**config.mk**
```make
export PLATFORM = sky130hd
export DESIGN_NAME = uart_baud_ctrl
export DESIGN_NICKNAME = d
export VERILOG_FILES = /design/src/rtl/uart_pkg.sv /design/src/rtl/uart_baud_ctrl_if.sv /design/src/rtl/uart_baud_ctrl_meas.sv /design/src/rtl/uart_baud_ctrl.sv
export SDC_FILE = /design/constraint.sdc
export NUM_CORES = 1
export LEC_CHECK = 0
export CAP_MARGIN = 20
export CORE_MARGIN = 2
export CORE_UTILIZATION = 40
export CTS_BUF_LIST = sky130_fd_sc_hd__clkbuf_2 sky130_fd_sc_hd__clkbuf_4 sky130_fd_sc_hd__clkbuf_8
export DETAILED_ROUTE_END_ITERATION = 8
export PLACE_DENSITY_LB_ADDON = 0.25
export SLEW_MARGIN = 20
export SYNTH_ARGS = -nofsm -noshare
export SYNTH_HDL_FRONTEND = slang
export SYNTH_SLANG_ARGS = --single-unit
```
**constraint.sdc**
```tcl
create_clock -name i_clk -period 1.4 [get_ports i_clk]
set_input_delay 0.28 -clock i_clk [delete_from_list [all_inputs] [get_ports i_clk]]
set_output_delay 0.28 -clock i_clk [all_outputs]
set_load 0.02 [all_outputs]
```
**src/rtl/uart_pkg.sv**
```systemverilog
// Shared types and constants for the UART baud-rate controller.
// Autobaud logic elsewhere is compiled in only when UART_AUTOBAUD_EN is defined.
package uart_pkg;

  localparam int OVS      = 16;
  localparam int AB_CNT_W = 16;
  localparam int DIV_W    = 11;

  typedef logic [DIV_W-1:0]    div_t;
  typedef logic [AB_CNT_W-1:0] cnt_t;

  typedef enum logic [2:0] {
    AB_IDLE,
    AB_WAIT_FALL,
    AB_MEASURE,
    AB_CALC,
    AB_APPLY
  } ab_state_t;

  // Start-bit length in clocks to bit period, rounded to nearest.
  function automatic cnt_t period_of(input cnt_t c);
    logic [AB_CNT_W:0] s;
    s = {1'b0, c} + (AB_CNT_W+1)'(OVS/2);
    return cnt_t'(s >> $clog2(OVS));
  endfunction

endpackage

```
**src/rtl/uart_baud_ctrl_if.sv**
```systemverilog


interface uart_meas_if;
  import uart_pkg::*;

  logic rx;
  logic clr;
  logic inc;
  logic fall;
  logic rise;
  logic cnt_max;
  cnt_t period;

  modport meas (
    input  rx, clr, inc,
    output fall, rise, cnt_max, period
  );

  modport ctrl (
    output rx, clr, inc,
    input  fall, rise, cnt_max, period
  );
endinterface

```
**src/rtl/uart_baud_ctrl_meas.sv**
```systemverilog
// Start-bit measurement: rx edge detector, low-time counter
// and rounded bit-period calculation.
module uart_autobaud_meas
  import uart_pkg::*;
(
  input logic i_clk,
  input logic i_rst_n,
  uart_meas_if.meas m
);

  logic r_rx_q;
  cnt_t r_cnt;
  logic w_max;

  assign w_max     = &r_cnt;
  assign m.fall    = r_rx_q & ~m.rx;
  assign m.rise    = ~r_rx_q & m.rx;
  assign m.cnt_max = w_max;
  assign m.period  = period_of(r_cnt);

  always_ff @(posedge i_clk) begin
    if (!i_rst_n) begin
      r_rx_q <= 1'b1;
      r_cnt  <= '0;
    end else begin
      r_rx_q <= m.rx;
      if (m.clr)
        r_cnt <= cnt_t'(1);
      else if (m.inc && !m.rx && !w_max)
        r_cnt <= r_cnt + cnt_t'(1);
    end
  end

endmodule

```
**src/rtl/uart_baud_ctrl.sv**
```systemverilog
// Baud divisor controller: host writes applied between frames,
// optional autobaud (UART_AUTOBAUD_EN) from a measured start bit.
module uart_baud_ctrl
  import uart_pkg::*;
#(
  parameter div_t DEF_DIV = 11'd53
) (
  input  logic i_clk,
  input  logic i_rst_n,
  input  logic i_wr,
  input  div_t i_wr_div,
  input  logic i_busy,
  input  logic i_rx,
  input  logic i_ab_start,
  output div_t o_div,
  output logic o_div_upd,
  output logic o_ab_busy,
  output logic o_ab_done,
  output logic o_ab_err
);

  div_t r_div;
  div_t r_pend_div;
  logic r_pend;
  logic r_upd;
  logic w_wr_ok;
  logic w_ab_ld;
  logic w_host_ld;
  div_t w_ab_div;

  assign w_wr_ok   = i_wr && (i_wr_div != '0);
  assign w_host_ld = r_pend && !i_busy && !w_ab_ld;

  always_ff @(posedge i_clk) begin
    if (!i_rst_n) begin
      r_div      <= DEF_DIV;
      r_pend_div <= '0;
      r_pend     <= 1'b0;
      r_upd      <= 1'b0;
    end else begin
      r_upd <= w_ab_ld | w_host_ld;
      if (w_ab_ld)
        r_div <= w_ab_div;
      else if (w_host_ld)
        r_div <= r_pend_div;
      if (w_wr_ok) begin
        r_pend     <= 1'b1;
        r_pend_div <= i_wr_div;
      end else if (w_host_ld) begin
        r_pend <= 1'b0;
      end
    end
  end

  assign o_div     = r_div;
  assign o_div_upd = r_upd;

`ifdef UART_AUTOBAUD_EN
  ab_state_t r_state;
  ab_state_t w_state;
  div_t      r_ab_div;
  div_t      w_ab_div_nxt;
  logic      r_done;
  logic      r_err;
  logic      w_done;
  logic      w_err;
  logic      w_ld;
  cnt_t      w_per_m1;

  uart_meas_if u_mif ();

  uart_autobaud_meas u_meas (
    .i_clk   (i_clk),
    .i_rst_n (i_rst_n),
    .m       (u_mif.meas)
  );

  assign u_mif.rx  = i_rx;
  assign u_mif.clr = (r_state == AB_WAIT_FALL) && u_mif.fall;
  assign u_mif.inc = (r_state == AB_MEASURE);
  assign w_per_m1  = u_mif.period - cnt_t'(1);

  always_comb begin
    w_state      = r_state;
    w_ld         = 1'b0;
    w_done       = 1'b0;
    w_err        = 1'b0;
    w_ab_div_nxt = r_ab_div;
    if (i_wr && (r_state != AB_IDLE)) begin
      w_state = AB_IDLE;
    end else begin
      unique case (r_state)
        AB_IDLE:
          if (i_ab_start) w_state = AB_WAIT_FALL;
        AB_WAIT_FALL:
          if (u_mif.fall) w_state = AB_MEASURE;
        AB_MEASURE:
          if (u_mif.cnt_max) begin
            w_err   = 1'b1;
            w_state = AB_IDLE;
          end else if (u_mif.rise) begin
            w_state = AB_CALC;
          end
        AB_CALC:
          if (u_mif.period < cnt_t'(2)) begin
            w_err   = 1'b1;
            w_state = AB_IDLE;
          end else begin
            // Very slow lines would overflow the divisor; clamp.
            w_ab_div_nxt = (|w_per_m1[AB_CNT_W-1:DIV_W]) ?
                           '1 : w_per_m1[DIV_W-1:0];
            w_state      = AB_APPLY;
          end
        AB_APPLY:
          if (!i_busy) begin
            w_ld    = 1'b1;
            w_done  = 1'b1;
            w_state = AB_IDLE;
          end
        default:
          w_state = AB_IDLE;
      endcase
    end
  end

  always_ff @(posedge i_clk) begin
    if (!i_rst_n) begin
      r_state  <= AB_IDLE;
      r_ab_div <= '0;
      r_done   <= 1'b0;
      r_err    <= 1'b0;
    end else begin
      r_state  <= w_state;
      r_ab_div <= w_ab_div_nxt;
      r_done   <= w_done;
      r_err    <= w_err;
    end
  end

  assign w_ab_ld   = w_ld;
  assign w_ab_div  = r_ab_div;
  assign o_ab_busy = (r_state != AB_IDLE);
  assign o_ab_done = r_done;
  assign o_ab_err  = r_err;
`else
  logic w_unused;

  assign w_unused  = ^{i_rx, i_ab_start};
  assign w_ab_ld   = 1'b0;
  assign w_ab_div  = DEF_DIV;
  assign o_ab_busy = 1'b0;
  assign o_ab_done = 1'b0;
  assign o_ab_err  = 1'b0;
`endif

endmodule

```
==> flow_metrics.py <==
metrics = {
    "clocking": {
        "clock-root-buffer": "clkbuf_4",
        "cts_inserted_buffers": 3,
        "cts_hold_buf": 0,
        "cts_buffer_depth": 2,
        "clk-insertion-delay-late_ns": 0.31,
        "clock_sinks": 24,
        "htree_levels": 1,
        "clk_pin_slew_worst_paths_ns": 0.13,
        "cts_tree": "built",
    },
    "outcome": {
        "status": "complete, no violations",
    },
    "timing": {
        "maxSlewViolCount": 0,
        "whs_ns": 0.464,
        "period_share_pct": 97.5,
        "fin_skew_ns": 0.00751,
        "rsz0062_at_grt": "false",
        "period_minus_slack_ns": 1.37,
        "hold_violations": 0,
        "max_freq_mhz": 732,
        "finalSetupViolations": 0,
    },
    "layout": {
        "postLayoutCoreUtil_pct": 54.9,
        "nNetsFinal": 176,
        "fin_area_um2": 1480,
        "diodes": 0,
        "drive_gt1_share_pct": 13.4,
        "area_delta_synth_final_pct": 34.1,
    },
    "placed_design": {
        "hpwl_um": 1780,
        "place_area_um2": 1440,
        "port-buffer-count": 26,
        "routabilityCongestion": 0.761,
    },
    "synthesis": {
        "synth_top_family_by_area": "simple AND/OR/NAND/NOR gates",
        "ys_warn_count": 0,
        "syn_inst": 125,
        "synthesis.area_um2": 1100,
        "ys_seq_area_share_pct": 43.7,
        "synth-simple-area-share_pct": 25.7,
        "synthXorXnorAreaFrac_pct": 0,
        "synth_fa_ha_area_share_pct": 0,
        "synth_compound_area_share_pct": 12.7,
        "synth_cell_types": 22,
        "avgSynthCellArea_um2": 8.80,
        "synth-seq-cells": 24,
        "synth.area.mux_share_pct": 11.3,
    },
    "global_route": {
        "grt_util_all_layers_pct": 16.5,
        "antenna_found_initial": 0,
        "grt_max_degree": 20,
        "gr-total-overflow": 0,
        "grt_pass1_wl_um": 4150,
        "first_global_vias": 920,
    },
    "pwr": {
        "ir_worst_vdd_v": 0.000586,
        "p_leak_nw": 0.601,
        "power_density_nw_per_um2": 853,
    },
    "setup_path": {
        "critPathKind": "in2reg",
        "required_ns": 1.62,
        "r2r_cells": 4,
        "crit_fanout": 9,
        "startpoint_type": "input port",
        "startpoint": "i_wr_div[10]",
        "rr_startpoint": "r_pend",
        "cp-end-kind": "register",
        "cp.arrival_ns": 1.58,
    },
    "drt": {
        "ant_nets": 0,
        "drc_errors": 0,
        "dr.pass1.iters": 4,
        "viasPerCell": 5.14,
        "vias": 967,
        "wl_um": 2350,
        "detail_route.wl_per_cell_um": 12.5,
        "drtIter0Drc": 17,
    },
    "floorplan": {
        "io_pins": 32,
        "start_util_pct": 40.9,
        "die_x_um": 56.4,
        "rows": 19,
        "die_height_um": 56.4,
        "die-area_um2": 3180,
        "core_area_um2": 2690,
    },
    "job": {
        "maxCapViolCount": 0,
    },
    "min_path": {
        "hold_path_class": "reg2reg",
        "hold_path_depth": 2,
        "worstHoldStart": "o_div[10]",
    },
}
## critical path: stages
cell	delay [ns]
clkdlybuf4s50_1	0.46
nor4_4	0.30
buf_6	0.17
nand2_2	0.09
o41ai_2	0.28
## layout by cell type (no fill, tap or decap), types with 2 or more instances in the layout
master	synthesis	layout
a21boi_1	7	7
buf_4	3	10
clkbuf_4	0	3
clkdlybuf4s50_1	0	14
conb_1	1	3
dfxtp_1	24	24
dlygate4sd2_1	0	12
inv_1	2	2
mux2_1	11	11
nand2_1	34	34
nand2b_1	3	2
nand3_1	6	6
nand4_1	8	8
nor4_4	1	2
o21ai_1	9	9
o41ai_2	2	2
## kinds of logic (layout without fill, tap and decap cells)
logic type             after synthesis  after routing
AO/OA/AOI/OAI                       19             19
buffers and inverters               13             43
flip-flops                          24             24
multiplexers                        11             11
other                                1              3
AND/OR/NAND/NOR                     57             57
## per-layer routing
layer	vias to the layer above	part of all wire, %	track usage [%]
li1	486	-	-
met1	448	45	21.3
met2	29	49	27.2
met3	4	4.7	3.00
met4	0	1.1	6.12
met5	-	0	0
## cells in the mapped netlist (all sizes together)
master | instances | share of area (%)
dfxtp | 24 | 44
nand4 | 8 | 4.6
buf | 5 | 3.5
o211a | 1 | 0.91
a21boi | 7 | 4.8
nand3 | 6 | 2.7
o21ai | 9 | 4.1
conb | 1 | 0.34
nor4 | 2 | 3.1
inv | 2 | 0.68
nor2b | 1 | 0.57
o41ai | 2 | 3.0
mux2 | 11 | 11
clkbuf | 6 | 2.0
and2 | 1 | 0.57
nand2b | 3 | 1.7
nand2 | 35 | 12
nor2 | 1 | 0.34
## metrics by stage
| stage | TNS [ns] | power, mW | setup slack [ns] | std cells |
|---|---|---|---|---|
| after floorplan | 0 | 0.867 | 0.228 | 127 |
| after global placement | -2.46 | 0.970 | -0.220 | 184 |
| after detailed placement | -3.61 | 0.976 | -0.350 | 184 |
| after CTS | -0.00797 | 1.27 | -0.00797 | 187 |
| after global routing | 0 | 1.32 | 0.00479 | 188 |
| final | 0 | 1.26 | 0.0346 | 188 |
## power breakdown
group | internal (mW) | switching [mW]
Clock | 0.101 | 0.200
Sequential | 0.715 | 0.0193
Combinational | 0.112 | 0.111
Total | 0.928 | 0.330
## path summary, 6_finish.rpt
kind,to,slack (ns)
min reg2reg,o_div[10],0.46
max,r_pend_div[8],0.03
max reg2reg,o_div[3],0.42
min,o_div[10],0.46
## sequential cells by signal (all words and copies together), names as in the netlist
| register | flops |
|---|---|
| o_div | 11 |
| r_pend_div | 11 |
| o_div_upd | 1 |
| r_pend | 1 |
## layout make-up
type	count	area [um2]
fill	273	1210
sequential	24	480
tap	31	38.8
inverter	2	7.51
timing repair buffer	38	352
clock buffer	3	22.5
multi-input combinational	90	574
## timing repair
| item | 4_1_cts | 5_1_grt |
|---|---|---|
| pin swaps | 2 | 0 |
| gates resized for setup | 12 | 3 |
| hold endpoints to repair | 0 | 0 |
| endpoints found under the setup margin | 13 | 11 |
| gates cloned | 0 | 0 |
| buffers inserted | 0 | 1 |
Note: power is estimated with default switching activity, not from simulation.
